## config.mk

```make
export PLATFORM = sky130hd
export DESIGN_NAME = mdu_div_fsm_flat
export DESIGN_NICKNAME = d
export VERILOG_FILES = /design/src/rtl/mdu_div_if.sv /design/src/rtl/mdu_div_fsm.sv /design/src/flat_wrapper.sv
export SDC_FILE = /design/constraint.sdc
export NUM_CORES = 1
export LEC_CHECK = 0
export BUFFER_PORTS_ARGS = -buffer_cell sky130_fd_sc_hd__buf_2
export CORE_ASPECT_RATIO = 0.8
export CORE_MARGIN = 3
export CORE_UTILIZATION = 40
export DETAILED_ROUTE_END_ITERATION = 10
export HOLD_SLACK_MARGIN = 0.15
export SYNTH_ARGS = -nofsm -noshare
export SYNTH_HDL_FRONTEND = slang
export SYNTH_SLANG_ARGS = --single-unit
```

## constraint.sdc

```tcl
create_clock -name clk -period 5.1 [get_ports clk]
set_input_delay 0.51 -clock clk [delete_from_list [all_inputs] [get_ports clk]]
set_output_delay 0.51 -clock clk [all_outputs]
set_load 0.01 [all_outputs]
```

## src/rtl/mdu_div_if.sv

```systemverilog
// Handshake bundle between the EXE stage / Control and the iterative divider.
// master = pipeline side (drives operands and control), slave = divider.
interface mdu_div_if #(
  parameter int WIDTH = 32
);
  logic             EXE_Start;
  logic             EXE_IsSigned;
  logic [WIDTH-1:0] EXE_Dividend;
  logic [WIDTH-1:0] EXE_Divisor;
  logic             Flush;
  logic             EXE_Wr;
  logic             DIVMULTBusy;
  logic             ResultValid;
  logic [WIDTH-1:0] Quotient;
  logic [WIDTH-1:0] Remainder;

  modport master (
    output EXE_Start, EXE_IsSigned, EXE_Dividend, EXE_Divisor, Flush, EXE_Wr,
    input  DIVMULTBusy, ResultValid, Quotient, Remainder
  );

  modport slave (
    input  EXE_Start, EXE_IsSigned, EXE_Dividend, EXE_Divisor, Flush, EXE_Wr,
    output DIVMULTBusy, ResultValid, Quotient, Remainder
  );
endinterface

```

## src/rtl/mdu_div_fsm.sv

```systemverilog
// Iterative radix-2 restoring divider for DIV/DIVU in EXE.
// Operands are made positive on start, WIDTH shift/subtract steps follow,
// and the signs are reapplied on the last step so DONE holds final values.
// Busy stalls the pipeline while a divide is starting or in flight.
module mdu_div_fsm #(
  parameter int WIDTH = 32
) (
  input  logic         clk,
  input  logic         rst,
  mdu_div_if.slave     bus
);
  localparam int CW = $clog2(WIDTH) + 1;

  typedef enum logic [1:0] {IDLE, BUSY, DONE} state_t;

  state_t           state;
  logic [WIDTH:0]   rem;      // partial remainder; MSB stays 0 between steps
  logic [WIDTH-1:0] quo;      // dividend shifting out / quotient shifting in
  logic [WIDTH-1:0] dvs;
  logic [CW-1:0]    cnt;
  logic             q_neg;
  logic             r_neg;
  logic             valid_q;
  logic [WIDTH-1:0] q_out;
  logic [WIDTH-1:0] r_out;

  // operand sign and magnitude; only DIV treats the MSB as a sign
  logic             a_neg, b_neg;
  logic [WIDTH-1:0] abs_a, abs_b;

  assign a_neg = bus.EXE_IsSigned & bus.EXE_Dividend[WIDTH-1];
  assign b_neg = bus.EXE_IsSigned & bus.EXE_Divisor[WIDTH-1];
  assign abs_a = a_neg ? -bus.EXE_Dividend : bus.EXE_Dividend;
  assign abs_b = b_neg ? -bus.EXE_Divisor  : bus.EXE_Divisor;

  // one restoring step: shift {rem,quo} left, trial-subtract the divisor.
  // Two extra bits on the subtract make the borrow unambiguous.
  logic [WIDTH+1:0] ext;
  logic [WIDTH+1:0] diff;
  logic             borrow;
  logic [WIDTH:0]   rem_nxt;
  logic [WIDTH-1:0] quo_nxt;
  logic             last_step;

  always_comb begin
    ext     = {rem, quo[WIDTH-1]};
    diff    = ext - {2'b00, dvs};
    borrow  = diff[WIDTH+1];
    rem_nxt = ext[WIDTH:0];
    quo_nxt = {quo[WIDTH-2:0], 1'b0};
    if (!borrow) begin
      rem_nxt = diff[WIDTH:0];
      quo_nxt = {quo[WIDTH-2:0], 1'b1};
    end
  end

  assign last_step = (cnt == CW'(WIDTH - 1));

  // control FSM with datapath registers; flush and reset both abandon work
  always_ff @(posedge clk) begin
    if (rst) begin
      state   <= IDLE;
      cnt     <= '0;
      rem     <= '0;
      quo     <= '0;
      dvs     <= '0;
      q_neg   <= 1'b0;
      r_neg   <= 1'b0;
      valid_q <= 1'b0;
      q_out   <= '0;
      r_out   <= '0;
    end else if (bus.Flush) begin
      // HI/LO registers are left untouched; only the state unwinds
      state   <= IDLE;
      valid_q <= 1'b0;
    end else begin
      case (state)
        IDLE: begin
          if (bus.EXE_Start) begin
            quo   <= abs_a;
            dvs   <= abs_b;
            q_neg <= a_neg ^ b_neg;
            r_neg <= a_neg;
            rem   <= '0;
            cnt   <= '0;
            state <= BUSY;
          end
        end
        BUSY: begin
          rem <= rem_nxt;
          quo <= quo_nxt;
          cnt <= cnt + CW'(1);
          if (last_step) begin
            // sign fix-up uses wrap-around negate, so MIN/-1 yields MIN, 0
            q_out   <= q_neg ? -quo_nxt : quo_nxt;
            r_out   <= r_neg ? -rem_nxt[WIDTH-1:0] : rem_nxt[WIDTH-1:0];
            valid_q <= 1'b1;
            state   <= DONE;
          end
        end
        DONE: begin
          // EXE_Start is still high for the same instruction; wait for EXE_Wr
          if (bus.EXE_Wr) begin
            valid_q <= 1'b0;
            state   <= IDLE;
          end
        end
        default: begin
          valid_q <= 1'b0;
          state   <= IDLE;
        end
      endcase
    end
  end

  // Busy must be masked by Flush (Control ranks it higher) and never
  // depends on EXE_Wr, which is itself derived from Busy.
  assign bus.DIVMULTBusy = ~bus.Flush & ~rst &
                           (((state == IDLE) & bus.EXE_Start) | (state == BUSY));
  assign bus.ResultValid = valid_q & ~rst;
  assign bus.Quotient    = q_out;
  assign bus.Remainder   = r_out;
endmodule

```

## src/flat_wrapper.sv

```systemverilog
// flat-port wrapper written by rule: the top's interface ports become plain ports
module mdu_div_fsm_flat 
#(
  parameter int WIDTH = 32
)
  (clk, rst, bus_EXE_Start, bus_EXE_IsSigned, bus_EXE_Dividend, bus_EXE_Divisor, bus_Flush, bus_EXE_Wr, bus_DIVMULTBusy, bus_ResultValid, bus_Quotient, bus_Remainder);
  mdu_div_if #(.WIDTH(WIDTH)) bus_i ();
  input  logic clk;
  input  logic rst;
  input wire logic [$bits(bus_i.EXE_Start)-1:0] bus_EXE_Start;
  input wire logic [$bits(bus_i.EXE_IsSigned)-1:0] bus_EXE_IsSigned;
  input wire logic [$bits(bus_i.EXE_Dividend)-1:0] bus_EXE_Dividend;
  input wire logic [$bits(bus_i.EXE_Divisor)-1:0] bus_EXE_Divisor;
  input wire logic [$bits(bus_i.Flush)-1:0] bus_Flush;
  input wire logic [$bits(bus_i.EXE_Wr)-1:0] bus_EXE_Wr;
  output wire logic [$bits(bus_i.DIVMULTBusy)-1:0] bus_DIVMULTBusy;
  output wire logic [$bits(bus_i.ResultValid)-1:0] bus_ResultValid;
  output wire logic [$bits(bus_i.Quotient)-1:0] bus_Quotient;
  output wire logic [$bits(bus_i.Remainder)-1:0] bus_Remainder;
  assign bus_i.EXE_Start = bus_EXE_Start;
  assign bus_i.EXE_IsSigned = bus_EXE_IsSigned;
  assign bus_i.EXE_Dividend = bus_EXE_Dividend;
  assign bus_i.EXE_Divisor = bus_EXE_Divisor;
  assign bus_i.Flush = bus_Flush;
  assign bus_i.EXE_Wr = bus_EXE_Wr;
  assign bus_DIVMULTBusy = bus_i.DIVMULTBusy;
  assign bus_ResultValid = bus_i.ResultValid;
  assign bus_Quotient = bus_i.Quotient;
  assign bus_Remainder = bus_i.Remainder;
  mdu_div_fsm #(.WIDTH(WIDTH)) u_core (.clk(clk), .rst(rst), .bus(bus_i));
endmodule
```

==> metrics.json <==
{
  "placement": {
    "portBuffers": 135,
    "place_hpwl_um": 29370,
    "rd_place_congestion": 0.9146
  },
  "cells_and_area": {
    "antennaDiodeCount": 0,
    "area.growth.synth_to_final_pct": 13.08,
    "finalNetCount": 1739,
    "layout-drive-gt1-share_pct": 12.72
  },
  "worst_setup_path": {
    "worst_setup_path_startpoint": "u_core.rem[11]",
    "timing.critical_path.cells": "ha_1 -> a21oi_1 -> o21ai_1 -> a221oi_1 -> a21boi_0 -> o211a_2 -> inv_1 -> buf_4 -> o21ai_0 -> inv_1 -> ha_1 -> nand3_1 -> nor4_2 -> a32oi_1 -> or3_1 -> or4_1 -> a31oi_1",
    "cp_num_buf_inv": 3,
    "crit_path_start_kind": "flip-flop",
    "cells_on_worst_reg2reg_path": 17,
    "critical_path_depth": 17,
    "capturing_element_of_the_worst_setup_path": "u_core.bus.Remainder[30]",
    "worst_r2r_startpoint": "u_core.rem[11]",
    "critical-path-top-delay-family": "compound AO/OA/AOI/OAI gates",
    "cp.required_ns": 5.47,
    "cp-end-kind": "flip-flop",
    "crit_arrival_ns": 5.06,
    "worst_path_maximum_fanout": 9,
    "crit_path_max_incr_delay_ns": 0.51,
    "critical_path_class": "flip-flop to flip-flop",
    "cpMaxStageDelayCell": "a221oi_1",
    "r2r_end": "u_core.bus.Remainder[30]",
    "worst-r2r-setup-slack_ns": 0.41
  },
  "global_route": {
    "met2_usage_pct": 34.48,
    "use_met1_pct": 36.70,
    "grt_first_pass_wirelength_um": 58830,
    "busiest_layer": "met1",
    "antenna_found_initial": 1,
    "groute.usage.overall_pct": 23.85,
    "grt_start_max_net_pins": 68,
    "globalRouteMet3Util_pct": 4.383,
    "grt_pass1_vias": 10305,
    "global_route.overflow_total": 0
  },
  "timing": {
    "timing.final.crit_share_pct": 91.97,
    "hold-worst-slack_ns": 0.3660,
    "clock-skew-final_ns": 0.01330,
    "worstMarginPinSlew_ns": 1.074,
    "slew_headroom_pct": 28.33,
    "hold_violations": 0,
    "tns_ns": 0,
    "max_freq_mhz": 213.2,
    "setup_viol": 0,
    "final-max-slew-violation-count": 0,
    "setup_repair_after_global_routing_missed_its_margin": "no",
    "finalCriticalPeriod_ns": 4.690
  },
  "power_and_ir_drop": {
    "p_leak_nw": 5.142,
    "power.ir.vdd_worst_mv": 0.2218,
    "power.density_nw_per_um2": 268.5
  },
  "cts": {
    "cts_tree": "yes",
    "numCtsBuffers": 17,
    "clkSlewWorstSetupHoldPaths_ns": 0.07,
    "clk_latency_ns": 0.44,
    "sinks_on_the_clock_net": 172,
    "deepest_level_of_the_cts_h_tree": 4,
    "cts.repair_timing.setup_buffer_count": 0,
    "cts_max_path_buffers": 2,
    "cts_root_buf": "clkbuf_16",
    "ctsHoldBuffers": 0
  },
  "yosys": {
    "syn_area_per_cell_um2": 7.452,
    "synth_adder_area_share_pct": 4.176,
    "synth_area_leader_cell": "dfxtp_1",
    "yosys_most_used_dff": "dfxtp_1",
    "synth_most_common_cell": "nor2_1",
    "synth-seq-area-share_pct": 29.77,
    "synth-seq-cells": 172,
    "yosys.area_share.simple_pct": 22.56,
    "postSynth.asyncResetShare_pct": 0,
    "synth.area.top_cells": "dfxtp_1 30%, nor2_1 6.5%, xor2_1 5.9%, a21oi_1 5.8%, a211oi_1 5.8%",
    "yosys_warnings": 0,
    "synth.distinct_cells": 77,
    "yosys-top-cells-count": "201 x nor2_1, 172 x dfxtp_1, 157 x nand2_1",
    "synth_edf_count": 0,
    "synthesized_net_count": 1660,
    "netlist_instances": 1552,
    "synth_compound_gate_area_share_pct": 26.55,
    "post_synth_instance_area_um2": 11560,
    "yosys-mux-area-fraction_pct": 2.575,
    "synth_top_family_by_area": "compound AO/OA/AOI/OAI gates",
    "yosys.area.top_type_share_pct": 29.77,
    "synth-xor-area-share_pct": 9.239
  },
  "flow_run": {
    "max_cap_violations": 0
  },
  "floorplanning": {
    "ios": 136,
    "dieArea_um2": 31000,
    "die_width_um": 196.1,
    "die_h_um": 158.1,
    "std_cell_rows": 55,
    "initial_core_util_pct": 40.79,
    "floorplan_core_area_um2": 28350
  },
  "route": {
    "avgViaCountPerCell": 5.785,
    "firstDrtPassIters": 5,
    "routed-via-count": 11646,
    "drcViolationCount": 0,
    "drt.antenna.violating_nets": 0,
    "route.detailed.wl_per_inst_um": 18.91,
    "final_routed_wirelength_um": 38060,
    "first_iter_violations": 932
  },
  "outcome": {
    "status": "completed"
  },
  "min_path": {
    "holdCritPathClass": "input pin to flip-flop"
  }
}
-- kinds of logic (layout without fill, tap and decap cells) --
kind of cell,count (synthesis),in the layout
buffers and inverters,149,240
AOI/OAI and AO/OA,480,480
and+or+nand+nor,562,562
adders and majority gates,38,38
muxes,29,29
xor gates and xnor gates,122,122
DFF,172,172
-- flip-flops by register name, indices dropped and copies added, names as in the netlist --
register	count
u_core.rem	33
u_core.bus.Quotient	32
u_core.bus.Remainder	32
u_core.dvs	32
u_core.quo	32
u_core.cnt	6
u_core.state	2
u_core.q_neg	1
u_core.r_neg	1
u_core.valid_q	1
-- layout make-up --
type | instances | area (um2)
clock buffer | 22 | 484.2
clock inverter | 9 | 112.6
fill | 2925 | 15270
inverter | 57 | 214.0
multi-input combinational | 1231 | 7555
sequential | 172 | 3443
tap | 370 | 462.9
timing repair buffer | 152 | 805.8
-- power breakdown --
part / leakage, nW / internal (W) / switching (W) / total [W]
sequential: 1.40 / 0.00138 / 0.0000493 / 0.00143
clock: 0.280 / 0.000772 / 0.000570 / 0.00134
combinational: 3.47 / 0.000257 / 0.000482 / 0.000739
total: 5.14 / 0.00241 / 0.00110 / 0.00351
-- layer usage --
metal  share of wire (%)  up-vias
li1                    -     5782
met1                  51     5494
met2                  41      343
met3                 7.1       27
met4                 1.3        0
met5                   0        -
-- placed cells by master, fill, tap and decap left out, types with 9 or more instances in the layout --
cell         n
a211oi_1    89
a21o_1      10
a21oi_1    135
a311oi_1    13
a31oi_1     12
and3_1      18
buf_2      134
buf_4       18
clkbuf_16   17
dfxtp_1    172
ha_1        37
inv_1       57
mux2i_1     23
nand2_1    157
nand3_1     25
nand4_1      9
nor2_1     199
nor2b_1     10
nor3_1      36
nor4_1      24
o211ai_1     9
o21ai_0    111
o31ai_1     19
o41ai_1     10
or3_1       23
or4_1       12
xnor2_1     44
xor2_1      78
-- stage by stage --
step | setup slack, ns | utilization (%) | instances | total power, W | instance area (um2)
floorplan | 0.4995 | - | 1552 | 0.001947 | 11560
global placement | 0.5531 | 44.00 | 1982 | 0.002176 | 12470
detailed placement | 0.4075 | 44.00 | 1982 | 0.002181 | 12470
CTS | 0.3646 | 46.10 | 2013 | 0.003517 | 13070
global route | 0.1087 | 46.13 | 2013 | 0.003664 | 13080
finish | 0.4096 | 46.13 | 2013 | 0.003512 | 13080
-- worst min path at each step --
stage               slack, ns               startpoint                 endpoint  cells after the start
global route             0.37       bus_EXE_Divisor[0]            u_core.dvs[0]                      3
global placement         0.44  u_core.bus.Remainder[3]  u_core.bus.Remainder[3]                      2
CTS                      0.36                bus_Flush          u_core.state[1]                      2
floorplan                0.44           u_core.dvs[31]           u_core.dvs[31]                      2
finish                   0.37                bus_Flush          u_core.state[1]                      2
detailed placement       0.45  u_core.bus.Remainder[6]  u_core.bus.Remainder[6]                      2
-- timing repair --
action                     in CTS  in global routing
hold endpoints to repair        0                  0
setup endpoints to repair       0                  3
gates resized for setup         0                  1
Power figures use the tool's default switching activity.
